$ cat src/rtl/wr_flag_conditioner.sv
// rtl/wr_flag_conditioner.sv - write-domain almost-full, wrap and overflow flag conditioner
//
// Purpose:
//   Conditions write-side FIFO status into user-facing flags:
//   - hysteretic almost-full (set at AF_SET, clear at AF_CLR), delayed by DELAY stages
//   - one-cycle rise/fall pulses on the delayed almost-full
//   - write-pointer wrap pulse plus a modulo wrap counter
//   - sticky overflow flag for writes attempted while full
//
// Ports:
//   clk_w          write clock
//   rst_w          asynchronous active-low reset
//   wr_en          write request this cycle
//   full           FIFO full flag
//   fill_lvl       write-side fill level, ADDR_W+1 bits
//   wr_ptr_msb     wrap bit of the binary write pointer
//   clr            synchronous clear of wrap_cnt and ovf_sticky
//   alm_full_dly   hysteretic almost-full after DELAY stages
//   alm_full_rise  one-cycle pulse on alm_full_dly 0->1
//   alm_full_fall  one-cycle pulse on alm_full_dly 1->0
//   wrap_pulse     one-cycle pulse per write-pointer wrap
//   wrap_cnt       wraps since reset/clr, modulo 2^WRAP_CNT_W
//   ovf_sticky     set on write attempt while full

module wr_flag_conditioner #(
    parameter int ADDR_W     = 4,
    parameter int DELAY      = 1,
    parameter int AF_SET     = 14,
    parameter int AF_CLR     = 12,
    parameter int WRAP_CNT_W = 8
) (
    input  logic                  clk_w,
    input  logic                  rst_w,
    input  logic                  wr_en,
    input  logic                  full,
    input  logic [ADDR_W:0]       fill_lvl,
    input  logic                  wr_ptr_msb,
    input  logic                  clr,
    output logic                  alm_full_dly,
    output logic                  alm_full_rise,
    output logic                  alm_full_fall,
    output logic                  wrap_pulse,
    output logic [WRAP_CNT_W-1:0] wrap_cnt,
    output logic                  ovf_sticky
);

    localparam logic [ADDR_W:0] LP_SET   = (ADDR_W+1)'(AF_SET);
    localparam logic [ADDR_W:0] LP_CLR   = (ADDR_W+1)'(AF_CLR);
    localparam logic [ADDR_W:0] LP_DEPTH = (ADDR_W+1)'(1 << ADDR_W);

    typedef enum logic {
        AF_ST_CLEAR = 1'b0,
        AF_ST_SET   = 1'b1
    } af_state_t;

    af_state_t r_af_q;
    af_state_t w_af_next;

    logic                  w_set_cond;
    logic                  w_clr_cond;
    logic [DELAY-1:0]      w_stage;
    logic                  r_alm_prev;
    logic                  r_msb_q;
    logic                  r_wrap_pulse;
    logic                  w_wrap;
    logic [WRAP_CNT_W-1:0] r_wrap_cnt;
    logic                  r_ovf;
    logic                  w_ovf_set;

    // An out-of-range fill level is treated as almost-full so a corrupted
    // level can never mask a real near-full condition.
    assign w_set_cond = (fill_lvl >= LP_SET) || (fill_lvl > LP_DEPTH);
    assign w_clr_cond = (fill_lvl <= LP_CLR) && !(fill_lvl > LP_DEPTH);

    // Hysteresis FSM: state register
    always_ff @(posedge clk_w or negedge rst_w) begin
        if (!rst_w) begin
            r_af_q <= AF_ST_CLEAR;
        end else begin
            r_af_q <= w_af_next;
        end
    end

    // Hysteresis FSM: next state
    always_comb begin
        w_af_next = r_af_q;
        case (r_af_q)
            AF_ST_CLEAR: if (w_set_cond) w_af_next = AF_ST_SET;
            AF_ST_SET:   if (w_clr_cond) w_af_next = AF_ST_CLEAR;
            default:     w_af_next = AF_ST_CLEAR;
        endcase
    end

    // The FSM register is the first delay stage; DELAY-1 more follow it.
    assign w_stage[0] = (r_af_q == AF_ST_SET);

    for (genvar gi = 1; gi < DELAY; gi++) begin : g_dly
        logic r_stage;
        always_ff @(posedge clk_w or negedge rst_w) begin
            if (!rst_w) begin
                r_stage <= 1'b0;
            end else begin
                r_stage <= w_stage[gi-1];
            end
        end
        assign w_stage[gi] = r_stage;
    end

    assign alm_full_dly = w_stage[DELAY-1];

    always_ff @(posedge clk_w or negedge rst_w) begin
        if (!rst_w) begin
            r_alm_prev <= 1'b0;
        end else begin
            r_alm_prev <= alm_full_dly;
        end
    end

    assign alm_full_rise = alm_full_dly & ~r_alm_prev;
    assign alm_full_fall = ~alm_full_dly & r_alm_prev;

    // Any change of the pointer wrap bit is one wrap, in either direction.
    assign w_wrap = wr_ptr_msb ^ r_msb_q;

    always_ff @(posedge clk_w or negedge rst_w) begin
        if (!rst_w) begin
            r_msb_q      <= 1'b0;
            r_wrap_pulse <= 1'b0;
        end else begin
            r_msb_q      <= wr_ptr_msb;
            r_wrap_pulse <= w_wrap;
        end
    end

    // clr wins over a coincident wrap; that wrap is dropped from the count.
    always_ff @(posedge clk_w or negedge rst_w) begin
        if (!rst_w) begin
            r_wrap_cnt <= '0;
        end else if (clr) begin
            r_wrap_cnt <= '0;
        end else if (w_wrap) begin
            r_wrap_cnt <= r_wrap_cnt + 1'b1;
        end
    end

    assign w_ovf_set = wr_en & full;

    // A new overflow on the same edge as clr keeps the flag set.
    always_ff @(posedge clk_w or negedge rst_w) begin
        if (!rst_w) begin
            r_ovf <= 1'b0;
        end else if (w_ovf_set) begin
            r_ovf <= 1'b1;
        end else if (clr) begin
            r_ovf <= 1'b0;
        end
    end

    assign wrap_pulse = r_wrap_pulse;
    assign wrap_cnt   = r_wrap_cnt;
    assign ovf_sticky = r_ovf;

endmodule

$ cat config.mk
export PLATFORM = sky130hd
export DESIGN_NAME = wr_flag_conditioner
export DESIGN_NICKNAME = d
export VERILOG_FILES = /design/src/rtl/wr_flag_conditioner.sv
export SDC_FILE = /design/constraint.sdc
export NUM_CORES = 1
export LEC_CHECK = 0
export BUFFER_PORTS_ARGS = -buffer_cell sky130_fd_sc_hd__buf_4
export CORE_AREA = 3 3 40 42
export CTS_BUF_LIST = sky130_fd_sc_hd__clkbuf_8 sky130_fd_sc_hd__clkbuf_16
export DETAILED_ROUTE_END_ITERATION = 8
export DIE_AREA = 0 0 43 45
export PLACE_DENSITY = 0.77
export SLEW_MARGIN = 20
export SYNTH_ARGS = -nofsm -noshare
export SYNTH_HDL_FRONTEND = slang
export SYNTH_SLANG_ARGS = --single-unit
$ cat constraint.sdc
create_clock -name clk_w -period 4.2 [get_ports clk_w]
set_clock_uncertainty 0.1 [all_clocks]
set_input_delay 0.42 -clock clk_w [delete_from_list [all_inputs] [get_ports clk_w]]
set_output_delay 0.42 -clock clk_w [all_outputs]
set_load 0.1 [all_outputs]
* Yosys cells after proc, flatten, opt, wreduce, memory -nomap -nowiden *
Cells that the tools add are included.

word-level totals
  latch bits = 0
  logic and storage cells = 28
  register bits after elaboration = 13
  bits in writable memories = 0
  memory bits (read-only) = 0
  memories kept = 0
  input bits = 11

operators by class
  bitwise operators = 6
  shift-type cells = 0
  multiplexer cells = 7
  add/sub/neg operators = 1
  reductions and logical operators = 5
  order comparisons = 3
  div/mod/pow operators = 0
  equal/unequal tests = 0
  multiply operators = 0

operators by type and width
  cell                   number
  $mux W8                2
  $add A8 B1 Y8 const B  1
  $ge A5 B4 Y1 const B   1
  $gt A5 B5 Y1 const B   1
  $le A5 B4 Y1 const B   1
  $mux W1                4
  $reduce_bool A2 Y1     2
  $and A1 B1 Y1          3
  $not A1 Y1             2
  $pmux W1 S2            1
  $logic_and A1 B1 Y1    1
  $logic_not A1 Y1       1
  $logic_or A1 B1 Y1     1
  $xor A1 B1 Y1          1

* Logic depth before layout (Yosys ltp) *
  word-level depth = 5
  mapped depth = 5
  mapped depth without buffers = 4

* Worst setup path after synthesis *
OpenSTA, ideal clock, no wires.

  kind = register to output
  start point = reg r_af_q (netlist: alm_full_dly)
  end point = out alm_full_rise
  setup slack = 1.291 ns
  required time = 3.680 ns
  data arrival time = 2.389 ns
  cell stages (with the launch flop) = 2
  cell sequence = dfrtp_1 > nor2b_1

on the way
  longest elaborated chain between the ends = 1

RTL lines
  element                 RTL line  text
  from (decl)             56        af_state_t r_af_q;
  from (signal assigned)  80        r_af_q <= w_af_next;
  $and A1 B1 Y1           119       assign alm_full_rise = alm_full_dly & ~r_alm_prev;
  to (decl)               40        output logic alm_full_rise,

No other way between the ends.

* Worst setup path after layout *
  start point = reg r_msb_q
  end point = reg r_wrap_cnt[0] (netlist: wrap_cnt[0])

on the way
  longest elaborated chain between the ends = 2

RTL lines
  element                              RTL line  text
  from (decl)                          63        logic r_msb_q;
  from (signal assigned)               130       r_msb_q <= wr_ptr_msb;
  $xor A1 B1 Y1                        123       assign w_wrap = wr_ptr_msb ^ r_msb_q;
  via w_wrap                           65        logic w_wrap;
  $reduce_bool A2 Y1 (no source line)  n/a
  to (signal assigned)                 142       r_wrap_cnt <= r_wrap_cnt + 1'b1;
  to (decl)                            66        logic [WRAP_CNT_W-1:0] r_wrap_cnt;

The timed path passes the listed nets, and every way through them passes these cells.
A chain may end at the register's enable or synchronous reset.

==> results_dict.tcl <==
set metrics [dict create \
    p_clk_share_pct 33.0 \
    syn_to_final_growth_pct 40.6 \
    ys_warn_count 0 \
    via_per_inst 5.17 \
    grt_first_pass_wirelength_mm 2.11 \
    fmax_ghz 0.587 \
    p_switching_w 0.000108 \
    post_cts_resized 0 \
    switching_share_pct 33.4 \
    crit_slowest_cell "xnor2_1" \
    min_period_ps 1700 \
    max-slew-margin-rel_pct 36.2 \
    setup.worst_path.end_class "flop" \
    gp_congestion 0.720 \
    num_rows 13 \
    root_buffer "clkbuf_8" \
    maxCapViolations 0 \
    ys_seq_area_share_pct 56.2 \
    hp-class "primary input to flop" \
    crit_arrival_ps 1770 \
    h-tree-depth 1 \
    leakage_nw 0.375 \
    initial_core_util_pct 45.1 \
    cp_num_buf_inv 1 \
    syn_inst 57 \
    pwr-share-seq_pct 42.1 \
    whs_ps 203 \
    syn_nets 69 \
    finalWirelength_mm 1.20 \
    path_delay_family "XOR/XNOR gates" \
    cts_sinks 13 \
    power_frac_comb_pct 24.9 \
    drt_iter0_markers 8 \
    grtUsageTotal_pct 15.0 \
    die_h_um 45 \
    pre_cts_ws_ps 2350 \
    cp_cell_sequence "xnor2_1 > inv_2 > and2_1 > nor3_2" \
    cts_buffers 3 \
    start_kind "flop" \
    dr.max_layer_used "met4" \
    wl_met3_um 64 \
    cts_setup_buffers 0 \
    clk-insertion-delay-late_ps 240 \
    dp_hpwl_um 905 \
    antenna_cells 0 \
    cts.clk_slew.worst_paths_ps 50 \
    wire_per_inst_um 12.2 \
    synth-seq-cells 13 \
    drc_errors 0 \
    required_ps 4260 \
    final_util_pct 63.4 \
    powerDensity_mw_per_mm2 396 \
    fin_setup_tns_ps 0 \
    vdd_drop_max_mv 0.336 \
    grt_max_degree 15 \
    clockBufferDepth 2 \
    dieWidth_um 43 \
    setup_viol 0 \
    ios 24 \
    synth.distinct_cells 20 \
    dp.cells 93 \
    internal_power_w 0.000215 \
    grt_pass1_vias 502 \
    rsz0062_at_grt "no" \
    wl_met2_um 573 \
    grt_overflow 0 \
    cts_hold_buffers 1 \
    core-area_mm2 0.00128 \
    dieArea_mm2 0.00194 \
    cts_tree "built" \
    fillerInstances 120 \
    slew_violations 0 \
    critPathMaxStageDelay_ps 760 \
    syn_area_um2 579 \
    port_buffers 23 \
    dr.pass1.iters 4 \
    instances_no_fill 98 \
    layout-drive-gt1-share_pct 33.7 \
    synth_area_per_cell_um2 10.2 \
    nets 96 \
    antenna_found_initial 0 \
    final.setup.worst_slack_ps 2500 \
    ant_nets 0 \
    hold_viol_final 0 \
    critPathMaxFanout 14 \
    status "completed" \
    critPathKind "flop to flop" \
    via_count 507 \
    wl_met1_um 543 \
    timing.final.crit_share_pct 40.6 \
    worstMarginPinSlew_ps 950 \
]
[final timing paths]
check	start	end	slack [ps]	depth (start not counted)
worst max-delay path	r_msb_q	wrap_cnt[0]	2500	4
worst max register to register	r_msb_q	wrap_cnt[0]	2500	4
worst min-delay path	wr_ptr_msb	r_msb_q	200	1
min in group asynchronous	rst_w	r_msb_q	460	2
max in group asynchronous	rst_w	wrap_pulse	3390	2
worst min register to register	alm_full_dly	r_alm_prev	340	0
[cell type report]
type	count	area (µm²)	area share [%]
Multi-Input combinational cell	38	228	28.0
Timing Repair Buffer	24	183	22.4
Clock buffer	3	41.3	5.07
Tap cell	15	18.8	2.30
Sequential cell	13	325	39.9
Clock inverter	1	3.75	0.461
Inverter	4	15.0	1.84
[synthesized netlist by cell type]
cell type / n / area share [%]
a21oi_1: 8 / 6.9
and2_1: 1 / 1.1
buf_4: 1 / 1.3
clkbuf_1: 1 / 0.65
dfrtp_1: 13 / 56
ha_1: 1 / 2.2
inv_1: 3 / 1.9
inv_2: 1 / 0.65
nand2_1: 6 / 3.9
nand3_1: 2 / 1.7
nand4_1: 1 / 1.1
nor2_1: 1 / 0.65
nor2b_1: 2 / 2.2
nor3_2: 1 / 1.7
o21ai_0: 3 / 2.6
o21bai_1: 1 / 1.3
o31ai_1: 4 / 5.2
or3_1: 2 / 2.2
or4_1: 4 / 5.2
xnor2_1: 1 / 1.5
[metal layers]
| layer | vias to the layer above | track usage (%) |
|---|---|---|
| met4 | 0 | 9.04 |
| met3 | 2 | 3.98 |
| met1 | 239 | 18.2 |
| met2 | 12 | 24.0 |
| met5 | - | 0 |
| li1 | 254 | - |
[per-stage QoR]
stage	power (W)	cell area, µm²
after floorplan	0.000197	579
after global placement	0.000218	759
after detailed placement	0.000218	759
after CTS	0.000326	815
after global routing	0.000338	815
final	0.000323	815
[registers in the layout, summed over array words and instances, names as in the netlist]
| signal | count |
|---|---|
| r_msb_q | 1 |
| wrap_pulse | 1 |
| ovf_sticky | 1 |
| wrap_cnt | 8 |
| alm_full_dly | 1 |
| r_alm_prev | 1 |
[logic make-up after synthesis]
family                     synth area share, %
AOI/OAI and AO/OA                         16.0
xor gates and xnor gates                  1.51
adders and majority gates                 2.16
buffers and inverters                     4.53
DFF                                       56.2
and+or+nand+nor                           19.7
[power by group through the flow]
stage | combinational (W) | clock [W] | sequential, W
after CTS | 0.0000811 | 0.000109 | 0.000136
after global placement | 0.0000799 | 0 | 0.000138
final | 0.0000804 | 0.000106 | 0.000136
after global routing | 0.0000844 | 0.000117 | 0.000137
after floorplan | 0.0000240 | 0 | 0.000172
after detailed placement | 0.0000803 | 0 | 0.000138
[worst register-to-register path: stages (launching register included)]
cell and delay (ps):
dfrtp_1 380, xnor2_1 760, inv_2 100, and2_1 200, nor3_2 90
[placed cells by master, fill, tap and decap left out, drive strengths merged]
| cell type | count |
|---|---|
| buf | 23 |
| dfrtp | 13 |
| a21oi | 8 |
| nand2 | 6 |
| inv | 5 |
| o31ai | 4 |
| or4 | 4 |
| o21ai | 3 |
| clkbuf | 3 |
| nor2b | 2 |
| nand3 | 2 |
| or3 | 2 |
| xnor2 | 1 |
| o21bai | 1 |
| nor2 | 1 |
| and2 | 1 |
| nor3 | 1 |
| nand4 | 1 |
| ha | 1 |
| dlygate4sd3 | 1 |
Power figures use the tool's default switching activity.
